$ cat config.mk
export PLATFORM = sky130hd
export DESIGN_NAME = ppi_commutator_ctrl
export DESIGN_NICKNAME = d
export VERILOG_FILES = /design/src/rtl/ppi_commutator_ctrl.sv
export SDC_FILE = /design/constraint.sdc
export NUM_CORES = 1
export LEC_CHECK = 0
export BUFFER_PORTS_ARGS = -buffer_cell sky130_fd_sc_hd__buf_2
export CORE_MARGIN = 1.5
export CORE_UTILIZATION = 35
export CTS_BUF_LIST = sky130_fd_sc_hd__clkbuf_2
export CTS_CLUSTER_SIZE = 40
export DETAILED_ROUTE_END_ITERATION = 7
export HOLD_SLACK_MARGIN = 0.15
export SLEW_MARGIN = 30
export SYNTH_ARGS = -nofsm -noshare
export SYNTH_HDL_FRONTEND = slang
export SYNTH_SLANG_ARGS = --single-unit
$ cat constraint.sdc
create_clock -name i_clk -period 2.77 [get_ports i_clk]
set_input_delay 0.4155 -clock i_clk [delete_from_list [all_inputs] [get_ports i_clk]]
set_output_delay 0.4155 -clock i_clk [all_outputs]
set_load 0.01 [all_outputs]
$ cat src/rtl/ppi_commutator_ctrl.sv
// ppi_commutator_ctrl: input commutator for the polyphase decimator.
// Steers samples round-robin (M-1 down to 0) into the branch shift registers.
// Counts frames until the branch delay lines are full, then hands each frame
// to the branch MAC through a frame-valid handshake.
// Optional: PPI_CTRL_OVF_EN adds a sticky overflow flag (i_ovf_clr / o_ovf).
module ppi_commutator_ctrl #(
  parameter int gp_data_width        = 8,
  parameter int gp_nr_phases         = 4,
  parameter int gp_nr_taps_per_phase = 4,
  localparam int PW = $clog2(gp_nr_phases)
) (
  input  logic                          i_clk,
  input  logic                          i_rst_an,
  input  logic                          i_ena,
  input  logic [gp_data_width-1:0]      i_data,
  input  logic                          i_vld,
  output logic                          o_rdy,
  output logic [gp_data_width-1:0]      o_branch_data,
  output logic [gp_nr_phases-1:0]       o_branch_ena,
  output logic [PW-1:0]                 o_phase,
  output logic                          o_frame_vld,
  input  logic                          i_frame_rdy,
  output logic                          o_fill_done
`ifdef PPI_CTRL_OVF_EN
  ,
  input  logic                          i_ovf_clr,
  output logic                          o_ovf
`endif
);

  localparam int CW = $clog2(gp_nr_taps_per_phase + 1);
  localparam logic [CW-1:0] TCNT  = CW'(gp_nr_taps_per_phase);
  localparam logic [PW-1:0] PHMAX = PW'(gp_nr_phases - 1);

  typedef enum logic [1:0] {ACCEPT, COMMIT, HOLD} state_t;

  state_t                     r_state, w_state_nxt;
  logic [gp_data_width-1:0]   r_data;
  logic [gp_nr_phases-1:0]    r_strb;
  logic [PW-1:0]              r_phase;
  logic [CW-1:0]              r_cnt;
  logic                       r_frame_vld;
  logic                       r_fill_done;
  logic                       w_rdy;
  logic                       w_acc;
  logic [CW-1:0]              w_cnt_inc;
  logic                       w_full;

  // Saturating frame count; w_full means every delay line holds T samples
  assign w_cnt_inc = (r_cnt == TCNT) ? TCNT : r_cnt + CW'(1);
  assign w_full    = (w_cnt_inc == TCNT);

  // State register
  always_ff @(posedge i_clk or negedge i_rst_an) begin
    if (!i_rst_an)  r_state <= ACCEPT;
    else if (i_ena) r_state <= w_state_nxt;
  end

  // Next-state and handshake decode
  always_comb begin
    w_state_nxt = r_state;
    w_rdy       = 1'b0;
    w_acc       = 1'b0;
    case (r_state)
      ACCEPT: begin
        w_rdy = 1'b1;
        w_acc = i_ena & i_vld;
        if (w_acc && r_phase == '0) w_state_nxt = COMMIT;
      end
      COMMIT: w_state_nxt = w_full ? HOLD : ACCEPT;
      HOLD:   if (i_frame_rdy) w_state_nxt = ACCEPT;
      default: w_state_nxt = ACCEPT;
    endcase
  end

  // Sample capture, one-hot strobe and descending phase pointer
  always_ff @(posedge i_clk or negedge i_rst_an) begin
    if (!i_rst_an) begin
      r_data  <= '0;
      r_strb  <= '0;
      r_phase <= PHMAX;
    end else if (i_ena) begin
      r_strb <= '0;
      if (w_acc) begin
        r_data          <= i_data;
        r_strb[r_phase] <= 1'b1;
        r_phase         <= (r_phase == '0) ? PHMAX : r_phase - PW'(1);
      end
    end
  end

  // Frame counting and frame-valid handshake towards the MAC
  always_ff @(posedge i_clk or negedge i_rst_an) begin
    if (!i_rst_an) begin
      r_cnt       <= '0;
      r_frame_vld <= 1'b0;
      r_fill_done <= 1'b0;
    end else if (i_ena) begin
      if (r_state == COMMIT) begin
        r_cnt <= w_cnt_inc;
        if (w_full) begin
          r_fill_done <= 1'b1;
          r_frame_vld <= 1'b1;
        end
      end else if (r_state == HOLD && i_frame_rdy) begin
        r_frame_vld <= 1'b0;
      end
    end
  end

`ifdef PPI_CTRL_OVF_EN
  logic r_ovf;

  // Sticky overflow: a sample offered while stalled is lost; set beats clear
  always_ff @(posedge i_clk or negedge i_rst_an) begin
    if (!i_rst_an) r_ovf <= 1'b0;
    else if (i_ena) begin
      if (i_vld && !w_rdy) r_ovf <= 1'b1;
      else if (i_ovf_clr)  r_ovf <= 1'b0;
    end
  end

  assign o_ovf = r_ovf;
`else
  // No overflow tracking: a sample offered while o_rdy=0 is simply dropped.
`endif

  // Strobe gated by enable so each branch write happens on one enabled edge
  assign o_branch_ena  = r_strb & {gp_nr_phases{i_ena}};
  assign o_branch_data = r_data;
  assign o_phase       = r_phase;
  assign o_rdy         = w_rdy;
  assign o_frame_vld   = r_frame_vld;
  assign o_fill_done   = r_fill_done;

endmodule
; After elaboration in Yosys (flattened, before gate mapping)
; Index checks and enable logic that the tools add are counted.
[totals]
ff_bits = 21
inputBits = 13
out_inout_bits = 17
elab_cells = 45
[op_classes]
addsub = 2
order_cmp = 2
eq_ne = 7
mux = 14
n_bitwise = 2
n_reduce_logical = 11
[op_table]
columns = cell, n
row1 = AND reduction 3 bit, 3
row2 = 2-to-1 mux 2 bit, 4
row3 = == test 3 bit (second input constant), 2
row4 = 2-to-1 mux 1 bit, 6
row5 = != test 2 bit (second input constant), 3
row6 = one-hot mux 2 bit (3 select lines), 1
row7 = bitwise AND 4 bit, 1
row8 = logical NOT 2 bit, 2
row9 = 2-to-1 mux 4 bit, 1
row10 = AND reduction 2 bit, 2
row11 = adder 3 x 1 -> 3 bit (second input constant), 1
row12 = logical AND 1 bit, 3
row13 = < comparator 2 x 3 -> 1 bit (second input constant), 1
row14 = 2-to-1 mux 3 bit, 1
row15 = demux 1 bit (select 2 bit), 1
row16 = == test 2 x 1 -> 1 bit (second input constant), 1
row17 = == test 2 bit (second input constant), 1
row18 = greater-or-equal comparator 2 x 1 -> 1 bit (second input constant), 1
row19 = nonzero test 2 bit, 1
row20 = subtractor 2 x 1 -> 2 bit (second input constant), 1
row21 = bitwise AND 1 bit, 1

; Longest topological paths before layout
; Gate-level depths: netlist of the first run.
[depth]
depth_word = 5
depth_mapped = 5
depth_no_buf = 4

; Least setup slack after synthesis of the first run
; No wires, ideal clock.
[synth_path]
path_type = register to register
startpoint = register r_state[0]
endpoint = register r_data[4], in the netlist o_branch_data[4]
setup_time_ps = 125
arrival_ps = 1255
required_time_ps = 2645
path_slack_ps = 1390
path_stages_with_launch = 5
n_path_buf = 2
period_less_slack_ps = 1380
cell_sequence = dfrtp_1 -> nor4bb_1 -> buf_4 -> buf_12 -> mux2_4
[synth_between]
elab_chain_len = 3
[synth_rtl]
columns = item, line_no
row1 = start: declaration, 37  ; state_t r_state, w_state_nxt;
row2 = start signal: assignment, 56  ; else if (i_ena) r_state <= w_state_nxt;
row3 = logical NOT 2 bit, 64  ; case (r_state)
row4 = 2-to-1 mux 1 bit, 64
row5 = AND reduction 2 bit (no line), n/a
row6 = end signal: assignment, 85  ; r_data <= i_data;
row7 = end: declaration, 38  ; logic [gp_data_width-1:0] r_data;
; Every way passes these cells.
; A chain may end at the register's enable or synchronous reset.

; Final worst setup path of the first run
[layout_path]
startpoint = register r_state[0]
endpoint = register r_data[6], in the netlist o_branch_data[6]
; The elaborated chain is that of the path after synthesis.

==> impl_metrics.tcl, run 1 <==
set metrics [dict create \
    status "finished clean" \
    power.density_nw_per_um2 765 \
    synth_top_cell_by_area "dfrtp_1" \
    min_path_type "in2reg" \
    cp.arrival_ns 1.72 \
    first_pass_iters 4 \
    grt.total_usage_pct 13.0 \
    fillCellCount 258 \
    vias 709 \
    maxClockFrequency_ghz 0.666 \
    synth_area_um2 993 \
    fin_crit_sh_pct 54.2 \
    skew_ns 0.00427 \
    io_pins 30 \
    dieArea_um2 3170 \
    clock_latency_ns 0.31 \
    place.gp.congestion 0.740 \
    hold_viol 0 \
    clock-sinks 21 \
    ir_worst_vdd_mv 0.422 \
    dieWidth_um 56.3 \
    drv_slew 0 \
    cp_max_fo 16 \
    synth.ff_latch_count 21 \
    drt_iter0_markers 17 \
    drive_gt1_share_pct 39.0 \
    die-height_um 56.3 \
    vias_per_cell 4.76 \
    area_growth_syn_to_layout_pct 20.7 \
    cts_buffer_depth 2 \
    finalWirelength_mm 1.81 \
    cts-buffers-inserted 3 \
    drtAntennaViolNets 0 \
    netlist.area_leader.share_pct 47.9 \
    crit_type "reg2reg" \
    cp-start-kind "flip-flop" \
    cts_htree_levels 1 \
    grt_max_degree 22 \
    io_buffers 29 \
    yosys_warnings 0 \
    worstPathRequired_ns 2.99 \
    nets 138 \
    grt_pass1_wl_mm 3.22 \
    rsz0062_at_grt "false" \
    drcViolationCount 0 \
    postSynthCellCount 86 \
    setup_viol 0 \
    diodes 0 \
    cts_root_buffer "clkbuf_2" \
    tightest_slew_ns 0.476 \
    fin_setup_tns_ns 0 \
    antenna_found_initial 0 \
    dpl.hpwl_mm 1.33 \
    core_region_area_um2 2730 \
    synthTopCellsByArea "dfrtp_1 48%, mux2_2 7.9%, ha_1 7.6%" \
    start_util_pct 36.3 \
    cts_tree "yes" \
    syn_nets 105 \
    maxCapViolations 0 \
    rows 19 \
    yosysSeqAreaShare_pct 53.1 \
    ys_types 26 \
    slew_headroom_pct 68.3 \
    worst_setup_path_end_kind "flip-flop" \
    period_needed_ns 1.50 \
    clk_pin_slew_worst_paths_ns 0.19 \
    grt_pass1_vias 736 \
    grt_overflow 0 \
    power_leakage_uw 0.000607 \
    routedWlPerCell_um 12.2 \
    syn_avg_cell_area_um2 11.6 \
    design_power_total_uw 918 \
]
## power by group
part           internal (uW)  switching (uW)
Combinational            158             168
Clock                   38.2            88.9
Sequential               398            67.1
Total                    594             324
## path summary, 6_finish.rpt
check	startpoint	cells past startpoint	slack (ns)	to
min in group asynchronous	i_rst_an	2	0.56	o_fill_done$_DFFE_PN0P_
max in group asynchronous	i_rst_an	2	1.86	o_phase[1]$_DFFE_PN1P_
max reg2reg	r_state[0]$_DFFE_PN0P_	3	1.27	o_branch_data[6]$_DFFE_PN0P_
min	i_data[4]	2	0.32	o_branch_data[4]$_DFFE_PN0P_
max	r_state[0]$_DFFE_PN0P_	3	1.27	o_branch_data[6]$_DFFE_PN0P_
min reg2reg	o_fill_done$_DFFE_PN0P_	2	0.49	o_fill_done$_DFFE_PN0P_
## registers in the layout, indices dropped and copies added, names as in the netlist
| register | cells |
|---|---|
| o_branch_data | 8 |
| o_fill_done | 1 |
| o_phase | 2 |
| r_state | 2 |
| r_strb | 4 |
| o_frame_vld | 1 |
| r_cnt | 3 |
## per-layer routing
metal	wire, um	global-route usage [%]	share of wire (%)
met4	14	5.10	0.77
met2	868	22.5	48
met1	848	15.5	47
met3	81	3.00	4.5
met5	0	0	0
## cells in the mapped netlist, drive strengths merged
cell type,instances
nor4bb,1
o31ai,2
a21oi,3
dfstp,2
dfrtp,19
a22oi,1
a2bb2oi,1
nand3b,1
mux2,9
buf,2
and4b,1
nor2b,1
o21ai,6
ha,6
a31oi,1
inv,11
nand2,5
clkbuf,1
a21o,1
xor2,1
nor2,5
o22ai,1
and2,4
a211oi,1
## layout by cell type, fill, tap and decap left out, drive strengths merged
| cell type | n |
|---|---|
| dfstp | 2 |
| a211oi | 1 |
| a2bb2oi | 1 |
| and2 | 4 |
| ha | 6 |
| dlygate4sd3 | 1 |
| o22ai | 1 |
| a22oi | 1 |
| clkbuf | 4 |
| o31ai | 2 |
| nand3b | 1 |
| o21ai | 6 |
| xor2 | 1 |
| a21oi | 3 |
| nand2 | 5 |
| a21o | 1 |
| buf | 30 |
| and4b | 1 |
| a31oi | 1 |
| mux2 | 9 |
| dfrtp | 19 |
| nor2b | 1 |
| inv | 11 |
| nor2 | 5 |
| nor4bb | 1 |
## layout make-up
class,count,area [um^2],share of cell area (%)
Sequential cell,21,528,44.1
Inverter,11,41.3,3.44
Timing Repair Buffer,31,163,13.6
Tap cell,31,38.8,3.24
Multi-Input combinational cell,51,408,34.0
Clock buffer,4,20.0,1.67
## kinds of logic (layout without fill, tap and decap cells)
logic type	after synthesis	after routing	share of synthesized area [%]
xor+xnor	1	1	0.882
simple gates	18	18	9.70
mux	9	9	11.0
buf+inv	14	46	7.30
compound gates	17	17	10.5
fa+ha+maj	6	6	7.56
flops	21	21	53.1
## stage by stage
step                instance area, um^2  instances  hold WS (ns)  setup slack (ns)  utilization (%)
finish                             1200        149         0.318              1.27             43.8
global placement                   1170        144         0.401              1.21             42.7
detailed placement                 1170        144         0.403              1.17             42.7
floorplan                           993         86         0.120              1.39                -
CTS                                1200        149         0.303              1.26             43.8
global route                       1200        149         0.283              1.21             43.8
## critical path: stages, from the launching register on
cell      delay, ns
dfrtp_1        0.49
nor4bb_4       0.29
buf_4          0.26
mux2_2         0.36
## what timing repair did
action / in CTS / in global routing
buffers inserted: 0 / 0
hold buffers: 1 / 0
resized for setup: 0 / 0
endpoints found under the hold margin: 19 / 0
Note: power is estimated with default switching activity, not from simulation.
==> run 2, diff against run 1 <==
Settings changed: ABC_AREA set to 1.
Clock period 2.77 ns to 1.4 ns, I/O delays scaled along.
==> run 2 against run 1 <==
The run now ends with design-rule violations left. Sequential share of layout area down 5.3 points. Cell count grew 26%. Critical path type is now reg2out. Non-clock buffer count is 14 higher.
==> impl_metrics.tcl, run 2 <==
set metrics [dict create \
    maxCapViolations 0 \
    dieArea_um2 3340 \
    dieWidth_um 57.8 \
    drive_gt1_share_pct 41.4 \
    slowest_stage "dfrtp_2" \
    yosysSeqAreaShare_pct 50.3 \
    synthFlopType "dfrtp_1" \
    nets 177 \
    rows 19 \
    grt_overflow 0 \
    ys_types 20 \
    clock_power_share_pct 10.7 \
    finalWirelength_mm 2.05 \
    synth_edf_count 0 \
    vias_per_cell 4.54 \
    worstPathRequired_ns 1.19 \
    io_buffers 29 \
    largest_register_ffs 8 \
    synthMuxAreaShare_pct 0 \
    synth_top_family_by_area "simple AND/OR/NAND/NOR gates" \
    cts_root_buffer "clkbuf_2" \
    pwr-share-seq_pct 42.9 \
    syn_avg_cell_area_um2 9.46 \
    crit_type "reg2out" \
    area_growth_syn_to_layout_pct 30.5 \
    slowest_delay_ns 0.48 \
    routedWlPerCell_um 10.9 \
    worstPathCellList "nor2_1 -> buf_2" \
    fin_setup_tns_ns 0 \
    skew_ns 0.0152 \
    power.density_nw_per_um2 1800 \
    final_common_cell "nand2_1" \
    netlist.area_leader.share_pct 45.3 \
    drtAntennaViolNets 0 \
    clock-sinks 21 \
    synth_top_cell_by_area "dfrtp_1" \
    postSynthCellCount 111 \
    synthTopCellsByCount "31 x nand2_1, 19 x dfrtp_1, 16 x inv_1, 8 x nand2_2, 6 x ha_1" \
    synth_area_um2 1050 \
    grt_max_degree 22 \
    cp-start-kind "flip-flop" \
    whs_ns 0.265 \
    cp_max_fo 5 \
    cts_htree_levels 1 \
    synth-xor-area-share_pct 0 \
    min_delay_path_depth 3 \
    cp_top_family "flip-flops" \
    cts_tree "yes" \
    crit_buf_inv 1 \
    yosys.area_share.simple_pct 24.2 \
    period_needed_ns 1.33 \
    rrSetupSlack_ns 0.12 \
    cts-buffers-inserted 3 \
    grt.total_usage_pct 13.4 \
    vias 854 \
    min_delay_worst_endpoint "r_cnt[2]$_DFFE_PN0P_" \
    ir_worst_vdd_mv 0.892 \
    violations "design-rule violations" \
    synthTopCellsByArea "dfrtp_1 45%, nand2_1 11%, ha_1 7.2%" \
    grt_pass1_vias 780 \
    synth_compound_area_share_pct 9.06 \
    cts_buffer_depth 2 \
    diodes 0 \
    maxClockFrequency_ghz 0.749 \
    antenna_found_initial 0 \
    hold_viol 0 \
    mostFrequentLayoutCells "31 x nand2_1, 29 x buf_2, 17 x dfrtp_1" \
    hp-start "i_ena" \
    io_pins 30 \
    worst_setup_path_end_kind "output pin" \
    yosysMostFrequentCell "nand2_1" \
    yosys_warnings 0 \
    synthAdderAreaFrac_pct 7.15 \
    share_comb_of_total_power_pct 46.4 \
    dpl.hpwl_mm 1.47 \
    place.gp.congestion 0.732 \
    cp.arrival_ns 1.12 \
    status "finished with violations" \
    setup_viol 0 \
    synth.ff_latch_count 21 \
    switching_share_pct 41.0 \
    rsz0062_at_grt "false" \
    min_path_type "in2reg" \
    reg2reg_depth 7 \
    slew_headroom_pct 68.3 \
    crit-reg2reg-capture "r_state[0]$_DFFE_PN0P_" \
    drt_iter0_markers 15 \
    core_region_area_um2 2810 \
    start_util_pct 37.4 \
    die-height_um 57.8 \
    tightest_slew_ns 0.476 \
    clock_latency_ns 0.33 \
    power_leakage_uw 0.000766 \
    syn_nets 130 \
    regToRegStartpoint "o_phase[0]$_DFFE_PN1P_" \
    async_flop_share_pct 100 \
    clk_pin_slew_worst_paths_ns 0.22 \
    drcViolationCount 2 \
    fin_crit_sh_pct 95.3 \
    grt_pass1_wl_mm 3.35 \
    first_pass_iters 6 \
    drv_slew 0 \
    p_int_uw 1450 \
    p_sw_uw 1010 \
]
## run 2: final cells by class
cell class                 count  area, um^2
clock buffer                   3        15.0
sequential                    21         531
multi-input combinational     70         427
inverter                      17        63.8
fill                         281        1440
tap                           31        38.8
clock inverter                 1        5.00
timing repair buffer          45         290
## run 2: worst max-delay path by stage
stage	from	cells past startpoint	slack [ns]	endpoint
2_1_floorplan	o_phase[0]$_DFFE_PN1P_	7	0.07	r_state[0]$_DFFE_PN0P_
4_1_cts	r_state[0]$_DFFE_PN0P_	2	0.009	o_rdy
5_1_grt	r_state[0]$_DFFE_PN0P_	2	0.008	o_rdy
3_5_place_dp	o_phase[0]$_DFFE_PN1P_	7	0.08	r_state[0]$_DFFE_PN0P_
6_report	r_state[0]$_DFFE_PN0P_	2	0.07	o_rdy
3_3_place_gp	o_phase[0]$_DFFE_PN1P_	7	0.13	r_state[0]$_DFFE_PN0P_
## run 2: through the flow
stage | area [um^2] | util (%) | cells | total power (uW) | setup slack, ns
2_1_floorplan | 1050 | - | 111 | 1760 | 0.0660
3_3_place_gp | 1220 | 43.6 | 171 | 2090 | 0.134
3_5_place_dp | 1220 | 43.6 | 171 | 2140 | 0.0799
4_1_cts | 1340 | 47.9 | 185 | 2420 | 0.00863
5_1_grt | 1370 | 48.8 | 188 | 2680 | 0.00842
6_report | 1370 | 48.8 | 188 | 2470 | 0.0656
## run 2: worst min-delay path, delay by kind of cell
family                 cells  cell delay (ns)
buffers and inverters      1             0.16
AO/OA/AOI/OAI              1             0.08
AND/OR/NAND/NOR            1             0.14
## run 2: kinds of logic (layout without fill, tap and decap cells)
| logic type | Yosys count | after routing |
|---|---|---|
| AND/OR/NAND/NOR | 51 | 51 |
| buffers and inverters | 20 | 66 |
| flip-flops | 21 | 21 |
| adder cells (fa/ha/maj) | 6 | 6 |
| AO/OA/AOI/OAI | 13 | 13 |
## run 2: repair_timing
| item | in CTS | in global routing |
|---|---|---|
| hold buffers | 10 | 0 |
| setup buffers | 0 | 3 |
| resized for setup | 0 | 3 |
| hold endpoints to repair | 29 | 0 |
| endpoints found under the setup margin | 0 | 3 |
## run 2: power by group through the flow
stage | registers, uW | logic, uW | clock network, uW
after detailed placement | 1080 | 1060 | 0
final | 1060 | 1140 | 264
after floorplan | 1140 | 627 | 0
after CTS | 1070 | 1080 | 270
after global routing | 1090 | 1290 | 296
after global placement | 1070 | 1030 | 0
## run 2: metal layers
metal,global-route usage (%),vias up,part of all wire [%]
li1,-,434,-
met1,16.9,394,46
met2,21.6,22,48
met3,2.01,4,4.0
met4,7.97,0,1.8
met5,0,-,0
==> run 3, diff against run 2 <==
Settings changed: ABC_AREA 1 to unset, PLACE_DENSITY set to 0.69, TNS_END_PERCENT set to 1.
==> run 3 against run 2 <==
The flow now finishes without violations. Worst setup slack got worse by 0.018 ns. Core utilization fell by 0.51 points. Register-to-register slack got worse by 0.07 ns. Power down 24%. Die area down 5.1%. Hold slack lost 0.038 ns. Fmax shrank 1.3%. Critical path depth rose by 1. Critical path type is now reg2reg. Largest power group is now registers.
==> impl_metrics.tcl, run 3 (synthesis results as in run 1) <==
set metrics [dict create \
    use_met1_pct 15.4 \
    setup_viol 0 \
    hp-start "i_frame_rdy" \
    grt_pass1_wl_mm 3.24 \
    hold_viol 0 \
    cp.arrival_ns 1.56 \
    cts_tree "yes" \
    maxClockFrequency_ghz 0.739 \
    min_delay_path_depth 4 \
    antenna_found_initial 0 \
    reg2reg_depth 3 \
    grt.total_usage_pct 13.2 \
    start_util_pct 36.3 \
    top_usage_layer "met2" \
    first_pass_iters 2 \
    area_growth_syn_to_layout_pct 33.0 \
    vias 768 \
    status "finished clean" \
    clock_latency_ns 0.30 \
    cp_max_fo 9 \
    dieArea_um2 3170 \
    fin_util_pct 48.3 \
    finalWirelength_mm 1.99 \
    drcViolationCount 0 \
    crit_buf_inv 1 \
    vias_per_cell 4.77 \
    clock-sinks 21 \
    cts_buffer_depth 2 \
    cts_htree_levels 1 \
    grtUsageMet2_pct 23.2 \
    met3_usage_pct 2.07 \
    worstPathCellList "nor4bb_4 -> buf_6 -> mux2_2" \
    io_buffers 29 \
    diodes 0 \
    cp-start-kind "flip-flop" \
    grt_pass1_vias 767 \
    dpl.hpwl_mm 1.50 \
    drt_iter0_markers 11 \
    regToRegStartpoint "r_state[0]$_DFFE_PN0P_" \
    cts-buffers-inserted 3 \
    worst_setup_path_end_kind "flip-flop" \
    drive_gt1_share_pct 39.2 \
    drtAntennaViolNets 0 \
    clk_pin_slew_worst_paths_ns 0.18 \
    maxCapViolations 0 \
    slowest_delay_ns 0.44 \
    nets 150 \
    tightest_slew_ns 0.461 \
    rrSetupSlack_ns 0.05 \
    io_pins 30 \
    core_region_area_um2 2730 \
    post-cts-setup-buffers 0 \
    min_path_type "in2reg" \
    power.density_nw_per_um2 1420 \
    min_delay_worst_endpoint "r_state[1]$_DFFE_PN0P_" \
    crit-reg2reg-capture "o_branch_data[7]$_DFFE_PN0P_" \
    final_common_cell "buf_2" \
    fin_crit_sh_pct 96.6 \
    place.gp.congestion 0.771 \
    dieWidth_um 56.3 \
    cts_root_buffer "clkbuf_2" \
    routedWlPerCell_um 12.3 \
    grt_max_degree 22 \
    die-height_um 56.3 \
    drv_slew 0 \
    power_leakage_uw 0.000663 \
    rsz0062_at_grt "true" \
    grt_overflow 0 \
    period_needed_ns 1.35 \
    place_area_um2 1200 \
    crit_type "reg2reg" \
    slew_headroom_pct 69.3 \
    rows 19 \
    mostFrequentLayoutCells "29 x buf_2, 19 x dfrtp_1, 11 x inv_1" \
    worstPathRequired_ns 1.61 \
    ir_worst_vdd_mv 0.792 \
    cp_top_family "flip-flops" \
    design_area_um2 1320 \
    largest_register_ffs 8 \
    slowest_stage "dfrtp_1" \
    skew_ns 0.00480 \
]
==> run 3: cell count changes in the layout (fill, tap and decap cells not counted), sizes merged, moves of 2 or more <==
cell   change
inv        -6
a22o       -3
mux2       +9
and2       +4
o31ai      +2
nand2     -35
nand3      -5
==> run 3: where the power goes <==
group	total, uW	switching (uW)	internal [uW]
Clock	244	169	75.7
Combinational	714	361	353
Sequential	919	133	786
==> run 3: area by class of cell <==
| class | count | area (um^2) |
|---|---|---|
| tap | 31 | 38.8 |
| inverter | 11 | 41.3 |
| fill | 248 | 1410 |
| multi-input combinational | 51 | 413 |
| clock buffer | 4 | 20.0 |
| timing repair buffer | 43 | 280 |
| sequential | 21 | 528 |
==> run 3: worst max-delay path by stage <==
| stage | slack, ns | from | end | cells past startpoint |
|---|---|---|---|---|
| floorplan | 0.02 | r_state[0]$_DFFE_PN0P_ | o_branch_data[4]$_DFFE_PN0P_ | 4 |
| global placement | 0.07 | r_state[0]$_DFFE_PN0P_ | o_branch_data[0]$_DFFE_PN0P_ | 3 |
| detailed placement | 0.05 | r_state[0]$_DFFE_PN0P_ | o_branch_data[7]$_DFFE_PN0P_ | 3 |
| CTS | 0.03 | r_state[0]$_DFFE_PN0P_ | o_branch_data[7]$_DFFE_PN0P_ | 3 |
| global route | -0.04 | r_cnt[0]$_DFFE_PN0P_ | r_state[1]$_DFFE_PN0P_ | 4 |
| finish | 0.05 | r_state[0]$_DFFE_PN0P_ | o_branch_data[7]$_DFFE_PN0P_ | 3 |
==> run 3: worst min-delay path: stages <==
cell	delay [ns]
buf_2	0.10
o21ai_0	0.07
nand2_1	0.06
o31ai_1	0.07
==> run 3: what timing repair did <==
item / CTS / global route
endpoints found under the hold margin: 29 / 0
hold buffers: 9 / 0
endpoints found under the setup margin: 0 / 14
resized for setup: 0 / 3
==> run 3: metal layers <==
metal | routed length, um | share of wire, %
met5 | 0 | 0
met4 | 36 | 1.8
met3 | 51 | 2.6
met2 | 1080 | 54
met1 | 817 | 41
==> run 3: per-stage QoR <==
stage,cells,hold WS (ns),TNS (ns),worst slack (ns),total power [uW]
finish,161,0.227,0,0.0476,1880
global route,161,0.184,-0.119,-0.0364,2030
CTS,161,0.209,0,0.0283,1880
detailed placement,148,0.187,0,0.0519,1610
global placement,148,0.182,0,0.0650,1560
floorplan,86,-0.0856,0,0.0201,1350
